### src/rtl/vga_char_pkg.sv
// Shared types for the character-output sink: FSM states, the reserved
// clear-screen position code and the capture FIFO entry layout.
// No ports; imported by vga_char_fifo users and the vga_char_sink top.
package vga_char_pkg;

  typedef enum logic [1:0] {
    IDLE  = 2'd0,
    WRITE = 2'd1,
    CLEAR = 2'd2
  } state_t;

  localparam logic [15:0] CLEAR_POS = 16'hFFFF;

  typedef struct packed {
    logic [15:0] pos;
    logic [15:0] chr;
  } fifo_entry_t;

endpackage

### src/rtl/vga_char_sink_if.sv
// Screen RAM write port: valid/ready handshake carrying address and data.
// master: scr_valid/scr_addr/scr_data out, scr_ready in. slave: the reverse.
// A write completes on any cycle where scr_valid and scr_ready are both high.
interface vga_char_sink_if;
  logic        scr_valid;
  logic        scr_ready;
  logic [15:0] scr_addr;
  logic [15:0] scr_data;

  modport master (output scr_valid, output scr_addr, output scr_data, input scr_ready);
  modport slave  (input scr_valid, input scr_addr, input scr_data, output scr_ready);
endinterface

### src/rtl/vga_char_fifo.sv
// Synchronous first-word-fall-through FIFO, DEPTH entries (power of two, >= 2).
// Latency: a push is visible on dout the next cycle; dout is combinational from storage.
// Backpressure: push is ignored when full unless a pop frees the slot in the same cycle.
// Ports: wire_clock, wire_reset (sync, active-high), push/din, pop, full, empty, dout.
module vga_char_fifo #(
  parameter int DEPTH = 4,
  parameter int WIDTH = 32
) (
  input  logic             wire_clock,
  input  logic             wire_reset,
  input  logic             push,
  input  logic [WIDTH-1:0] din,
  input  logic             pop,
  output logic             full,
  output logic             empty,
  output logic [WIDTH-1:0] dout
);
  localparam int AW = $clog2(DEPTH);

  logic [WIDTH-1:0] mem [DEPTH];
  // Extra MSB on each pointer separates full (MSBs differ) from empty (equal).
  logic [AW:0] wr_ptr;
  logic [AW:0] rd_ptr;
  logic        do_push;
  logic        do_pop;

  assign empty   = (wr_ptr == rd_ptr);
  assign full    = (wr_ptr[AW] != rd_ptr[AW]) && (wr_ptr[AW-1:0] == rd_ptr[AW-1:0]);
  assign do_pop  = pop && !empty;
  assign do_push = push && (!full || do_pop);
  assign dout    = mem[rd_ptr[AW-1:0]];

  always_ff @(posedge wire_clock) begin
    if (wire_reset) begin
      wr_ptr <= '0;
      rd_ptr <= '0;
    end else begin
      if (do_push) wr_ptr <= wr_ptr + 1'b1;
      if (do_pop)  rd_ptr <= rd_ptr + 1'b1;
    end
  end

  // Storage needs no reset: the pointers alone define what is valid.
  always_ff @(posedge wire_clock) begin
    if (do_push) mem[wr_ptr[AW-1:0]] <= din;
  end
endmodule

### src/rtl/vga_char_sink.sv
// Captures cpu_v character strobes (falling edge of videoflag) into a FIFO and
// drains them to screen RAM; position 16'hFFFF sweeps BLANK_CHAR over the screen.
// Latency: capture at N -> scr_valid at N+2; holds scr_valid/addr/data until scr_ready.
// Ports: wire_clock, wire_reset (sync, active-high), videoflag, bus_vga_pos, bus_vga_char,
//   scr (screen RAM write port, master), busy, overflow (sticky), range_err (1-cycle pulse).
// Build option VGA_CHAR_COLOR_EN: keep character bits 15:8 (colour); otherwise they are zeroed.
module vga_char_sink
  import vga_char_pkg::*;
#(
  parameter int          COLS       = 40,
  parameter int          ROWS       = 30,
  parameter int          FIFO_DEPTH = 4,
  parameter logic [15:0] BLANK_CHAR = 16'h0020
) (
  input  logic             wire_clock,
  input  logic             wire_reset,
  input  logic             videoflag,
  input  logic [15:0]      bus_vga_pos,
  input  logic [15:0]      bus_vga_char,
  vga_char_sink_if.master  scr,
  output logic             busy,
  output logic             overflow,
  output logic             range_err
);
  localparam logic [15:0] SCREEN_SIZE = 16'(COLS * ROWS);
  localparam logic [15:0] LAST_POS    = SCREEN_SIZE - 16'd1;

  state_t      state;
  logic        vf_q;
  logic        capture;
  logic        push;
  logic        pop;
  logic        fifo_full;
  logic        fifo_empty;
  fifo_entry_t cap_entry;
  fifo_entry_t head;
  logic [15:0] head_word;
  logic [15:0] blank_word;

  assign capture   = vf_q && !videoflag;
  assign cap_entry = '{pos: bus_vga_pos, chr: bus_vga_char};
  assign pop       = (state == IDLE) && !fifo_empty;
  // A pop in the same cycle frees a slot, so a full FIFO can still accept.
  assign push      = capture && (!fifo_full || pop);

`ifdef VGA_CHAR_COLOR_EN
  assign head_word  = head.chr;
  assign blank_word = BLANK_CHAR;
`else
  assign head_word  = head.chr & 16'h00FF;
  assign blank_word = BLANK_CHAR & 16'h00FF;
`endif

  assign busy = !fifo_empty || scr.scr_valid || (state != IDLE);

  vga_char_fifo #(
    .DEPTH (FIFO_DEPTH),
    .WIDTH ($bits(fifo_entry_t))
  ) u_fifo (
    .wire_clock (wire_clock),
    .wire_reset (wire_reset),
    .push       (push),
    .din        (cap_entry),
    .pop        (pop),
    .full       (fifo_full),
    .empty      (fifo_empty),
    .dout       (head)
  );

  always_ff @(posedge wire_clock) begin
    if (wire_reset) begin
      state         <= IDLE;
      vf_q          <= 1'b0;
      overflow      <= 1'b0;
      range_err     <= 1'b0;
      scr.scr_valid <= 1'b0;
      scr.scr_addr  <= 16'h0000;
      scr.scr_data  <= 16'h0000;
    end else begin
      vf_q      <= videoflag;
      range_err <= 1'b0;
      if (capture && fifo_full && !pop) overflow <= 1'b1;

      case (state)
        IDLE: begin
          if (!fifo_empty) begin
            if (head.pos == CLEAR_POS) begin
              scr.scr_addr  <= 16'h0000;
              scr.scr_data  <= blank_word;
              scr.scr_valid <= 1'b1;
              state         <= CLEAR;
            end else if (head.pos < SCREEN_SIZE) begin
              scr.scr_addr  <= head.pos;
              scr.scr_data  <= head_word;
              scr.scr_valid <= 1'b1;
              state         <= WRITE;
            end else begin
              range_err <= 1'b1;
            end
          end
        end
        WRITE: begin
          if (scr.scr_ready) begin
            scr.scr_valid <= 1'b0;
            state         <= IDLE;
          end
        end
        CLEAR: begin
          if (scr.scr_ready) begin
            if (scr.scr_addr == LAST_POS) begin
              scr.scr_valid <= 1'b0;
              state         <= IDLE;
            end else begin
              scr.scr_addr <= scr.scr_addr + 16'd1;
            end
          end
        end
        default: begin
          scr.scr_valid <= 1'b0;
          state         <= IDLE;
        end
      endcase
    end
  end
endmodule

### src/flat_wrapper.sv
// flat-port wrapper written by rule: the top's interface ports become plain ports
module vga_char_sink_flat import vga_char_pkg::*;
#(
  parameter int          COLS       = 40,
  parameter int          ROWS       = 30,
  parameter int          FIFO_DEPTH = 4,
  parameter logic [15:0] BLANK_CHAR = 16'h0020
)
  (wire_clock, wire_reset, videoflag, bus_vga_pos, bus_vga_char, busy, overflow, range_err, scr_scr_valid, scr_scr_addr, scr_scr_data, scr_scr_ready);
  vga_char_sink_if scr_i ();
  input  logic wire_clock;
  input  logic wire_reset;
  input  logic videoflag;
  input  logic [15:0] bus_vga_pos;
  input  logic [15:0] bus_vga_char;
  output logic busy;
  output logic overflow;
  output logic range_err;
  output wire logic [$bits(scr_i.scr_valid)-1:0] scr_scr_valid;
  output wire logic [$bits(scr_i.scr_addr)-1:0] scr_scr_addr;
  output wire logic [$bits(scr_i.scr_data)-1:0] scr_scr_data;
  input wire logic [$bits(scr_i.scr_ready)-1:0] scr_scr_ready;
  assign scr_scr_valid = scr_i.scr_valid;
  assign scr_scr_addr = scr_i.scr_addr;
  assign scr_scr_data = scr_i.scr_data;
  assign scr_i.scr_ready = scr_scr_ready;
  vga_char_sink #(.COLS(COLS), .ROWS(ROWS), .FIFO_DEPTH(FIFO_DEPTH), .BLANK_CHAR(BLANK_CHAR)) u_core (.wire_clock(wire_clock), .wire_reset(wire_reset), .videoflag(videoflag), .bus_vga_pos(bus_vga_pos), .bus_vga_char(bus_vga_char), .scr(scr_i), .busy(busy), .overflow(overflow), .range_err(range_err));
endmodule
### config.mk
export PLATFORM = sky130hd
export DESIGN_NAME = vga_char_sink_flat
export DESIGN_NICKNAME = d
export VERILOG_FILES = /design/src/rtl/vga_char_pkg.sv /design/src/rtl/vga_char_sink_if.sv /design/src/rtl/vga_char_fifo.sv /design/src/rtl/vga_char_sink.sv /design/src/flat_wrapper.sv
export SDC_FILE = /design/constraint.sdc
export NUM_CORES = 1
export LEC_CHECK = 0
export BUFFER_PORTS_ARGS = -buffer_cell sky130_fd_sc_hd__buf_2
export CAP_MARGIN = 20
export CELL_PAD_IN_SITES_DETAIL_PLACEMENT = 1
export CELL_PAD_IN_SITES_GLOBAL_PLACEMENT = 2
export CORE_UTILIZATION = 39
export DETAILED_ROUTE_END_ITERATION = 6
export GPL_TIMING_DRIVEN = 1
export HOLD_SLACK_MARGIN = 0.05
export PLACE_DENSITY = 0.79
export SLEW_MARGIN = 20
export SYNTH_ARGS = -nofsm -noshare
export SYNTH_HDL_FRONTEND = slang
export SYNTH_HIERARCHICAL = 1
export SYNTH_SLANG_ARGS = --single-unit
export TNS_END_PERCENT = 50
### constraint.sdc
create_clock -name wire_clock -period 3.5 [get_ports wire_clock]
set_input_delay 0.175 -clock wire_clock [delete_from_list [all_inputs] [get_ports wire_clock]]
set_output_delay 0.175 -clock wire_clock [all_outputs]
set_load 0.005 [all_outputs]
# Word level (Yosys, flattened, before mapping)
# Memory sizes are Yosys's and may differ from the RTL's. A register that Yosys moved wholly into a read port is not among the register bits.
# Index checks and enable logic that the tools add are counted.
# W data, S select, Z words.
[word_totals]
ff_bits = 44
mem_bits_rw = 128
input_bits = 36
out_inout_bits = 36
wordCells = 80
mem_count = 1
[mem_list]
columns = ["name", "words", "word_bits", "rd", "rd_clocked_by_memory_dff", "write_ports", "line_no", "text"]
rows = [
  ["u_core.u_fifo.mem", 4, 32, 1, 1, 1, "vga_char_fifo.sv:20", "logic [WIDTH-1:0] mem [DEPTH];"],
]
[classes]
addsub = 3
magnitude_cmp = 1
n_eq_ne = 13
muxes = 27
bitwise = 2
n_reduce_logical = 24
[op_table]
columns = ["operator", "n"]
rows = [
  ["$mux W16", 7],
  ["$pmux W16 S2", 1],
  ["$add A16 B1 Y16 const B", 1],
  ["$eq A16 B11 Y1 const B", 1],
  ["$eq A16 B16 Y1 const B", 1],
  ["$lt A16 B11 Y1 const B", 1],
  ["$mux W2", 8],
  ["$reduce_and A5 Y1", 2],
  ["$mux W1", 9],
  ["$logic_and A1 B1 Y1", 8],
  ["$ne A2 B2 Y1 const B", 4],
  ["$add A3 B1 Y3 const B", 2],
  ["$pmux W2 S3", 1],
  ["$reduce_bool A2 Y1", 3],
  ["$logic_not A1 Y1", 4],
  ["$logic_or A1 B1 Y1", 4],
  ["$reduce_or A4 Y1", 1],
  ["$eq A3 B3 Y1", 1],
  ["$ne A3 B3 Y1 const B", 1],
  ["$pmux W1 S3", 1],
  ["$reduce_and A3 Y1", 1],
  ["$eq A2 B1 Y1 const B", 1],
  ["$eq A2 B2 Y1", 1],
  ["$eq A2 B2 Y1 const B", 1],
  ["4 further kinds", 5],
]

# Logic depth before layout (Yosys ltp)
# Gate-level depths: netlist of run 1.
[depth]
ltp_word = 8
mapped_depth = 11
depth_no_buf = 8

# Modules after synthesis
# Netlist of run 1, hierarchy kept.
[modules_own_cells]
columns = ["mod", "n_inst", "cells_each", "area_per_inst_um2"]
rows = [
  ["vga_char_fifo", 1, 222, 5144.9],
  ["vga_char_sink", 1, 221, 1670.4],
]

# Worst setup path after synthesis of run 1
# OpenSTA, ideal clock, no wires.
[synth_timing]
path_kind = "register to register"
startpoint = "register u_core.u_fifo.wr_ptr[1]"
endpoint = "register u_core.u_fifo.wr_ptr[2]"
setup_ps = 128
t_arrival_ps = 3453
required_time_ps = 3372
path_slack_ps = -81
path_stages_with_launch = 9
n_path_buf = 0
period_less_slack_ps = 3581
path_cell_list = "dfxtp_1 -> xnor2_2 -> nand2_1 -> nor2_1 -> or3_1 -> clkinv_1 -> inv_2 -> a41oi_1 -> mux2_1"
[synth_between]
elab_chain_cells = 6
word_cells_on_any_way = 12
cone_classes = "1 x add/sub; 2 x eq/ne; 9 x reduce/logical"
[synth_rtl]
columns = ["element", "line_no", "text"]
rows = [
  ["start, declared", "vga_char_fifo.sv:22", "logic [AW:0] wr_ptr;"],
  ["start signal, assigned", "vga_char_fifo.sv:38", "if (do_push) wr_ptr <= wr_ptr + 1'b1;"],
  ["$eq A3 B3 Y1 (*)", "vga_char_fifo.sv:27", "assign empty = (wr_ptr == rd_ptr);"],
  ["named net u_core.fifo_empty", "vga_char_sink.sv:34", "logic fifo_empty;"],
  ["$logic_not A1 Y1 (*)", "vga_char_sink.sv:42", "assign pop = (state == IDLE) && !fifo_empty;"],
  ["$logic_and A1 B1 Y1 (*)", "vga_char_sink.sv:42", ""],
  ["named net u_core.pop", "vga_char_sink.sv:32", "logic pop;"],
  ["$logic_or A1 B1 Y1 or $logic_and A1 B1 Y1 (tied branches)", "vga_char_sink.sv:44, vga_char_fifo.sv:29", ""],
  ["$logic_and A1 B1 Y1 or $logic_or A1 B1 Y1 (tied branches)", "vga_char_sink.sv:44, vga_char_fifo.sv:30", ""],
  ["$logic_and A1 B1 Y1 (*)", "vga_char_fifo.sv:30", "assign do_push = push && (!full || do_pop);"],
]
# The timed path passes the listed nets; every way through them passes the cells marked *.
# A chain may end at the register's enable or synchronous reset.

==> results of run 1 <==
[critical path, cell delays in order (launching register included)]
cell and delay, ns:
dfxtp_1 0.33, buf_4 0.29, mux4_2 0.62, a2111oi_0 0.44, nor2_1 0.16, o21ai_4 0.27
a21oi_4 0.18, or3_1 0.34, a31oi_1 0.17
[cells in the final DEF, fill, tap and decap left out, types with 11 or more instances in the layout]
cell type / instances
dlygate4sd3_1: 25
a21oi_1: 25
dfxtp_1: 38
mux4_2: 24
o21ai_0: 12
buf_4: 11
nor2_1: 24
buf_2: 55
clkbuf_16: 17
nand3_1: 16
nor3_1: 11
nand2_1: 29
edfxtp_1: 96
[layout make-up]
| class | count | area, um2 |
|---|---|---|
| multi-input cells | 238 | 1870 |
| clock buffers | 17 | 425 |
| fillers | 1400 | 7060 |
| flip-flops and latches | 134 | 3640 |
| repair buffers | 91 | 608 |
| well taps | 180 | 225 |
| inverters | 9 | 33.8 |
| clock inverters | 15 | 176 |
[sequential cells by signal (all words and copies together), names as in the netlist, 2 cells and up, named ones only]
name                  cells
u_core/u_fifo/mem        96
u_core/scr.scr_addr      16
u_core/scr.scr_data       8
u_core/u_fifo/rd_ptr      3
u_core/u_fifo/wr_ptr      3
u_core/state              2
[worst paths after layout]
check | endpoint | slack (ns) | cells past startpoint
worst max-delay path | u_core/scr.scr_addr[0] | 0.62 | 8
worst min-delay path | u_core/state[0] | 0.17 | 4
worst max register to register | u_core/scr.scr_addr[0] | 0.62 | 8
worst min register to register | u_core/scr.scr_data[0] | 0.46 | 2
[through the flow]
stage / cells / hold WS, ns / util
after floorplan: 410 / 0.274 / -
after global placement: 627 / 0.385 / 0.437
after detailed placement: 627 / 0.395 / 0.437
after CTS: 684 / 0.151 / 0.497
after global routing: 684 / 0.219 / 0.497
final: 684 / 0.170 / 0.497
[per-layer routing]
layer  global-route usage  vias up  part of all wire
met2                0.308       95              0.51
met1                0.235     1845              0.44
met3               0.0493       20             0.035
met5                    0        -                 0
met4               0.0915        0             0.019
li1                     -     1702                 -
[power by group through the flow]
stage	registers [W]	clock network (W)	logic (W)
2_1_floorplan	0.00177	0	0.000180
3_3_place_gp	0.00177	0	0.000259
3_5_place_dp	0.00178	0	0.000264
4_1_cts	0.00174	0.00182	0.000288
5_1_grt	0.00175	0.00188	0.000313
6_report	0.00174	0.00179	0.000286
[what timing repair did]
item,in CTS,in global routing
setup buffers,0,0
hold buffers,25,0
hold endpoints to repair,97,0
==> run_results.csv, run 1 <==
group,metric,value,unit
status,outcome,"finished, final reports clean",
detailed_routing,first_pass_iters,4,
min_path,hp-start,"scr_scr_ready",
worst_setup_path,start_kind,"register",
logic_synthesis,syn_area,0.00567,mm2
pwr,seq_power_share,0.456,
clocking,ctsResizeCount,0,
detailed_routing,drc_errors,0,
pwr,p_clk_frac,0.469,
clocking,cts.sinks,134,
sta,post-route-period-util,0.824,
floorplanning,die_x,123,um
pwr,power.internal,0.00298,W
clocking,clk_latency,0.42,ns
global_route,grt_max_degree,39,
run,drv_cap,0,
floorplanning,io-pin-count,72,
logic_synthesis,yosys_warnings,6,
sta,min_period,2.88,ns
floorplanning,die-area,0.0150,mm2
clocking,cts_root_buf,"clkbuf_16",
pwr,total_power,0.00382,W
clocking,numCtsBuffers,17,
placed_design,dpl_cell_area,0.00613,mm2
placed_design,globalplace.congestion,0.745,
detailed_routing,finalWirelength,13100,um
sta,slew_headroom,0.505,
floorplanning,initial_core_util,0.404,
sta,clock_skew,0.0163,ns
pwr,max-vdd-ir-drop,0.417,mV
worst_setup_path,required,3.83,ns
pwr,power_frac_comb,0.075,
worst_setup_path,crit_type,"register to register",
logic_synthesis,syn_inst,403,
sta,final_hold_viol_count,0,
sta,setup_ws,0.617,ns
detailed_routing,routedWlPerCell,19.1,um
detailed_routing,vias,3662,
cells_and_area,stdcell_area,0.00698,mm2
pwr,power.leakage,2.45,nW
detailed_routing,avgViaCountPerCell,5.35,
sta,grt_setup_unrepaired,"no",
clocking,clkTransAtPathRegs,0.06,ns
min_path,min_path_type,"primary input to register",
clocking,clk_path_buf_depth,2,
clocking,cts_tree,"done",
worst_setup_path,cp.arrival,3.21,ns
worst_setup_path,path_max_fanout,16,
sta,clock.fmax,0.347,GHz
sta,worstMarginPinSlew,0.743,ns
worst_setup_path,worstSetupEndpointType,"register",
placed_design,dp_hpwl,8120,um
sta,setup_viol,0,
placed_design,io_buffers,55,
global_route,grt_first_pass_wirelength,20500,um
detailed_routing,antenna_left,0,
sta,drv_slew,0,
placed_design,place_ws,0.610,ns
floorplanning,core.rowCount,43,
logic_synthesis,synth.avg_cell_area,14.1,um2
pwr,power.density,547,mW/mm2
pwr,swShare,0.220,
global_route,grt_overflow,0,
floorplanning,core_region_area,0.0140,mm2
global_route,grt_antenna_before_repair,0,
global_route,grt_pass1_vias,3861,
cells_and_area,layout-drive-gt1-share,0.272,
floorplanning,die_y,123,um
global_route,grtUsageTotal,0.190,
detailed_routing,drt-initial-drc-count,316,
cells_and_area,antenna_cells,0,
cells_and_area,area_delta_synth_final,23.0,%
clocking,htree_levels,4,
cells_and_area,nets,533,
pwr,p_sw,0.000841,W
sta,setup_tns,0,ns
(Power assumes the default switching activity.)
==> run 2, diff against run 1 <==
--- a/config.mk
+++ b/config.mk
@@ -5,11 +5,12 @@
 export SDC_FILE = /design/constraint.sdc
 export NUM_CORES = 1
 export LEC_CHECK = 0
+export ABC_AREA = 1
 export BUFFER_PORTS_ARGS = -buffer_cell sky130_fd_sc_hd__buf_2
 export CAP_MARGIN = 20
 export CELL_PAD_IN_SITES_DETAIL_PLACEMENT = 1
 export CELL_PAD_IN_SITES_GLOBAL_PLACEMENT = 2
-export CORE_UTILIZATION = 39
+export CORE_UTILIZATION = 35
 export DETAILED_ROUTE_END_ITERATION = 6
 export GPL_TIMING_DRIVEN = 1
 export HOLD_SLACK_MARGIN = 0.05
==> constraint.sdc (replaced) <==
create_clock -name wire_clock -period 2.4 [get_ports wire_clock]
set_input_delay 0.12 -clock wire_clock [delete_from_list [all_inputs] [get_ports wire_clock]]
set_output_delay 0.12 -clock wire_clock [all_outputs]
set_load 0.005 [all_outputs]
==> run 2 against run 1 <==
Sequential share of layout area shrank 5.4 points. Via count grew 33%. Critical path type unchanged. Worst setup slack lost 0.44 ns. Clock power grew 46%. Cell count grew 44%. Critical endpoint is now u_core/scr.scr_addr[9]. Register-to-register slack lost 0.44 ns.
==> run_results.csv, run 2 <==
group,metric,value,unit
detailed_routing,finalWirelength,16200,um
placed_design,globalplace.congestion,0.794,
sta,worstMarginPinSlew,0.544,ns
clocking,cts_root_buf,"clkbuf_16",
placed_design,dp_hpwl,10700,um
detailed_routing,vias,4883,
global_route,grt_overflow,0,
cells_and_area,final_common_cell,"nor2_1",
detailed_routing,antenna_left,0,
sta,slew_headroom,0.635,
cells_and_area,final_cell_mix,"nor2_1, nand2_1, edfxtp_1",
worst_setup_path,cpMostUsedCell,"nand2_1",
logic_synthesis,yosys_warnings,6,
cells_and_area,layout-drive-gt1-share,0.230,
pwr,power.leakage,3.01,nW
logic_synthesis,syn_inst,639,
sta,setup_tns,0,ns
clocking,htree_levels,4,
worst_setup_path,required,2.74,ns
cells_and_area,num-fill-cells,1931,
worst_setup_path,start_kind,"register",
detailed_routing,drc_errors,0,
global_route,grtUsageTotal,0.191,
floorplanning,die_x,134,um
min_path,hold_depth,4,
cells_and_area,stdcell_area,0.00779,mm2
worst_setup_path,cp_num_buf_inv,5,
clocking,clkTransAtPathRegs,0.06,ns
global_route,grt_antenna_before_repair,0,
worst_setup_path,cp_top_family,"simple AND/OR/NAND/NOR gates",
cells_and_area,antenna_cells,0,
clocking,clk_latency,0.42,ns
floorplanning,die-area,0.0180,mm2
cells_and_area,area_delta_synth_final,27.5,%
worst_setup_path,critical_path_depth,16,
logic_synthesis,synth.avg_cell_area,9.55,um2
worst_setup_path,worstSetupEndpointType,"register",
cells_and_area,nets,792,
sta,clock.fmax,0.449,GHz
status,outcome,"finished, final reports clean",
worst_setup_path,crit_type,"register to register",
detailed_routing,first_pass_iters,5,
sta,grt_setup_unrepaired,"yes",
run,drv_cap,0,
floorplanning,die_y,134,um
placed_design,dpl_cell_area,0.00690,mm2
logic_synthesis,syn_area,0.00610,mm2
floorplanning,core.rowCount,47,
detailed_routing,avgViaCountPerCell,4.97,
placed_design,io_buffers,55,
global_route,grt_max_degree,26,
detailed_routing,drt-initial-drc-count,159,
sta,min_period,2.23,ns
global_route,grt_first_pass_wirelength,26200,um
sta,drv_slew,0,
sta,clock_skew,0.00714,ns
sta,setup_viol,0,
min_path,min_path_type,"primary input to register",
clocking,numCtsBuffers,17,
worst_setup_path,path_max_fanout,25,
pwr,max-vdd-ir-drop,0.456,mV
sta,post-route-period-util,0.928,
global_route,grt_pass1_vias,5102,
clocking,cts_tree,"done",
worst_setup_path,slowest_stage,"dfxtp_1",
pwr,power.density,704,mW/mm2
worst_setup_path,rr_worst_depth,16,
worst_setup_path,crit_chain,"buf_12 -> inv_2 -> buf_12 -> o21ai_0 -> o22ai_2 -> nand2_1 -> nor2_1 -> nand2_1 -> inv_1 -> nand2_2 -> nand2_2 -> nand2_4 -> buf_4 -> nand3_1 -> nand2_1 -> nor2_1",
clocking,cts.sinks,134,
worst_setup_path,cpPeakStageDelay,0.32,ns
sta,whs,0.0686,ns
floorplanning,io-pin-count,72,
clocking,clk_path_buf_depth,2,
cells_and_area,largest_register_ffs,96,
clocking,cts_setup_buffers,0,
pwr,total_power,0.00548,W
floorplanning,initial_core_util,0.363,
floorplanning,core_region_area,0.0168,mm2
worst_setup_path,cp.arrival,2.57,ns
detailed_routing,routedWlPerCell,16.5,um
sta,final_hold_viol_count,0,
run 2: repair_timing:
item	CTS	global route
pin swaps	0	0
hold endpoints to repair	98	0
endpoints found under the setup margin	6	106
hold buffers	25	0
gates resized for setup	3	7
run 2: worst paths after layout:
check | from | endpoint | slack [ns]
hold reg to reg | u_core/overflow | u_core/overflow | 0.45
hold / removal | scr_scr_ready | u_core/state[0] | 0.07
setup / recovery | register | u_core/scr.scr_addr[9] | 0.17
setup reg to reg | register | u_core/scr.scr_addr[9] | 0.17
run 2: metal layers:
metal | global-route usage | part of all wire | up-vias
met3 | 0.0393 | 0.026 | 20
met4 | 0.0668 | 0.015 | 0
met1 | 0.228 | 0.45 | 2397
met5 | 0 | 0 | -
li1 | - | - | 2388
met2 | 0.339 | 0.51 | 78
run 2: area by class of cell:
class,instances,area (um2),share of cell area
Tap cell,220,275,0.0354
Multi-Input combinational cell,425,2140,0.275
Clock inverter,12,155,0.0199
Timing Repair Buffer,122,945,0.121
Inverter,50,189,0.0243
Clock buffer,19,433,0.0556
Sequential cell,134,3640,0.468
run 2: report_power, final:
part,switching [W],internal (W),leakage [nW]
Combinational,0.000198,0.000148,1.57
Clock,0.000991,0.00163,0.271
Sequential,0.0000124,0.00250,1.17
run 2: worst min-delay path: stages:
cell,delay (ns)
buf_2,0.12
inv_1,0.06
nand3_1,0.08
a21oi_1,0.06
run 2: through the flow:
stage / worst slack (ns) / cells / utilization
after floorplan: -0.128 / 646 / -
after global placement: 0.140 / 926 / 0.410
after detailed placement: 0.0180 / 926 / 0.410
after CTS: 0.0553 / 982 / 0.461
after global routing: -0.0239 / 982 / 0.463
final: 0.173 / 982 / 0.463
==> run 3, diff against run 2 <==
--- a/config.mk
+++ b/config.mk
@@ -14,7 +14,7 @@
 export DETAILED_ROUTE_END_ITERATION = 6
 export GPL_TIMING_DRIVEN = 1
 export HOLD_SLACK_MARGIN = 0.05
-export PLACE_DENSITY = 0.79
+export PLACE_DENSITY = 0.88
 export SLEW_MARGIN = 20
 export SYNTH_ARGS = -nofsm -noshare
 export SYNTH_HDL_FRONTEND = slang
==> run 3 against run 2 <==
Worst setup slack better by 0.019 ns. Wire length down 1.1%. Cell count rose by 0.10%. Via count is 0.23% higher. Count of clock-buffer cells in the layout decreased by 1. Utilization up 0.089 points. Combinational power is 2% higher. Design area rose by 0.19%.
==> run_results.csv, run 3 (synthesis results as in run 2) <==
group,metric,value,unit
clocking,cts_tree,"done",
cells_and_area,regArea,0.00364,mm2
global_route,grt_overflow,0,
floorplanning,die_x,134,um
floorplanning,initial_core_util,0.363,
global_route,grt_pass1_vias,5216,
cells_and_area,final_common_cell,"nor2_1",
clocking,htree_levels,4,
worst_setup_path,start_kind,"register",
pwr,max-vdd-ir-drop,0.503,mV
worst_setup_path,worstSetupEndpointType,"register",
global_route,grt_antenna_before_repair,0,
clocking,cts.sinks,134,
cells_and_area,layout-drive-gt1-share,0.239,
clocking,clkTransAtPathRegs,0.06,ns
cells_and_area,num-fill-cells,1925,
sta,setup_viol,0,
cells_and_area,stdcell_area,0.00780,mm2
cells_and_area,final_cell_mix,"nor2_1, nand2_1, edfxtp_1",
sta,min_period,2.21,ns
worst_setup_path,crit_end,"u_core/scr.scr_addr[11]",
detailed_routing,first_pass_iters,6,
floorplanning,die_y,134,um
cells_and_area,finalCoreUtilization,0.464,
pwr,power.density,688,mW/mm2
cells_and_area,largest_register_ffs,96,
detailed_routing,avgViaCountPerCell,4.98,
floorplanning,die-area,0.0180,mm2
placed_design,globalplace.congestion,0.797,
sta,slew_headroom,0.641,
placed_design,dp_hpwl,10600,um
cells_and_area,nets,792,
detailed_routing,routedWlPerCell,16.3,um
floorplanning,io-pin-count,72,
cells_and_area,area_delta_synth_final,27.8,%
cells_and_area,antenna_cells,0,
sta,grt_setup_unrepaired,"no",
worst_setup_path,path_max_fanout,25,
min_path,min_path_type,"primary input to register",
run,drv_cap,0,
clocking,clk_path_buf_depth,2,
clocking,numCtsBuffers,17,
detailed_routing,finalWirelength,16100,um
worst_setup_path,rr_worst_depth,16,
worst_setup_path,rr_endpoint,"u_core/scr.scr_addr[11]",
clocking,clk_latency,0.42,ns
detailed_routing,antenna_left,0,
detailed_routing,vias,4894,
detailed_routing,drt-initial-drc-count,194,
placed_design,io_buffers,55,
pwr,power.leakage,3.02,nW
sta,clock_skew,0.0104,ns
detailed_routing,drc_errors,0,
global_route,grt_max_degree,29,
sta,clock.fmax,0.453,GHz
sta,drv_slew,0,
sta,post-route-period-util,0.920,
cells_and_area,multiInputGateArea,0.00217,mm2
clocking,cts_root_buf,"clkbuf_16",
sta,final_hold_viol_count,0,
worst_setup_path,crit_type,"register to register",
worst_setup_path,cp.arrival,2.56,ns
status,outcome,"finished, final reports clean",
sta,setup_tns,0,ns
sta,worstMarginPinSlew,0.535,ns
global_route,grt_first_pass_wirelength,26100,um
worst_setup_path,required,2.75,ns
global_route,grtUsageTotal,0.189,
floorplanning,core_region_area,0.0168,mm2
worst_setup_path,rrSetupSlack,0.19,ns
placed_design,dpl_cell_area,0.00688,mm2
floorplanning,core.rowCount,47,
## run 3: changes by cell type in the layout (fill, tap and decap cells not counted), sizes merged
cell      delta
bufinv       -2
clkbuf       -1
clkinvlp     -2
inv          +6
## run 3: layer usage
layer	part of all wire	up-vias	GRT usage
met5	0	-	0
met4	0.018	0	0.0787
met3	0.029	24	0.0359
met2	0.50	92	0.331
met1	0.45	2396	0.227
li1	-	2382	-
## run 3: worst min-delay path by stage
| stage | startpoint | end | slack (ns) | cells after the start |
|---|---|---|---|---|
| floorplan | wire_reset | u_core/u_fifo/rd_ptr[2] | 0.19 | 1 |
| global placement | bus_vga_char[6] | u_core/u_fifo/mem[0][6] | 0.33 | 1 |
| CTS | scr_scr_ready | u_core/state[0] | 0.07 | 4 |
| global route | scr_scr_ready | u_core/state[0] | 0.09 | 4 |
| finish | scr_scr_ready | u_core/state[0] | 0.07 | 4 |
| detailed placement | bus_vga_pos[12] | u_core/u_fifo/mem[3][28] | 0.34 | 1 |
## run 3: layout make-up
cell class | instances | area share
clock buffer | 18 | 0.0550
timing repair buffer | 122 | 0.123
clock inverter | 14 | 0.0176
tap | 220 | 0.0353
multi-input combinational | 425 | 0.278
sequential | 134 | 0.467
inverter | 50 | 0.0244
## run 3: worst max-delay path, cell delays in order (launching register included)
cell and delay [ns]:
dfxtp_1 0.32, buf_12 0.16, inv_2 0.07, buf_4 0.17, o21ai_0 0.12, o22ai_1 0.22
nand2_1 0.09, nor2_1 0.09, nand2_1 0.07, inv_1 0.07, nand2_2 0.08, nand2_2 0.11
nand2_4 0.08, nand2_4 0.09, buf_4 0.16, nand2_1 0.08, a21oi_2 0.13
## run 3: power breakdown
group / switching, W / total (W) / leakage, nW / internal [W]
Combinational: 0.000201 / 0.000354 / 1.58 / 0.000153
Sequential: 0.0000127 / 0.00251 / 1.17 / 0.00250
Clock: 0.00105 / 0.00250 / 0.272 / 0.00145
Total: 0.00126 / 0.00537 / 3.02 / 0.00410
## run 3: timing repair
item                                    CTS  global route
buffers inserted                          0             2
pin swaps                                 0             3
endpoints found under the setup margin    4           123
endpoints found under the hold margin    98             0
gates resized for setup                   1            19
hold buffers                             25             0
## run 3: through the flow
stage / hold slack [ns] / worst slack (ns) / total power [W] / std cells
3_5_place_dp: 0.336 / 0.0227 / 0.00287 / 924
2_1_floorplan: 0.189 / -0.128 / 0.00273 / 646
5_1_grt: 0.0897 / 0.00159 / 0.00554 / 983
3_3_place_gp: 0.329 / 0.119 / 0.00286 / 924
4_1_cts: 0.0653 / 0.0559 / 0.00540 / 981
6_report: 0.0724 / 0.193 / 0.00537 / 983
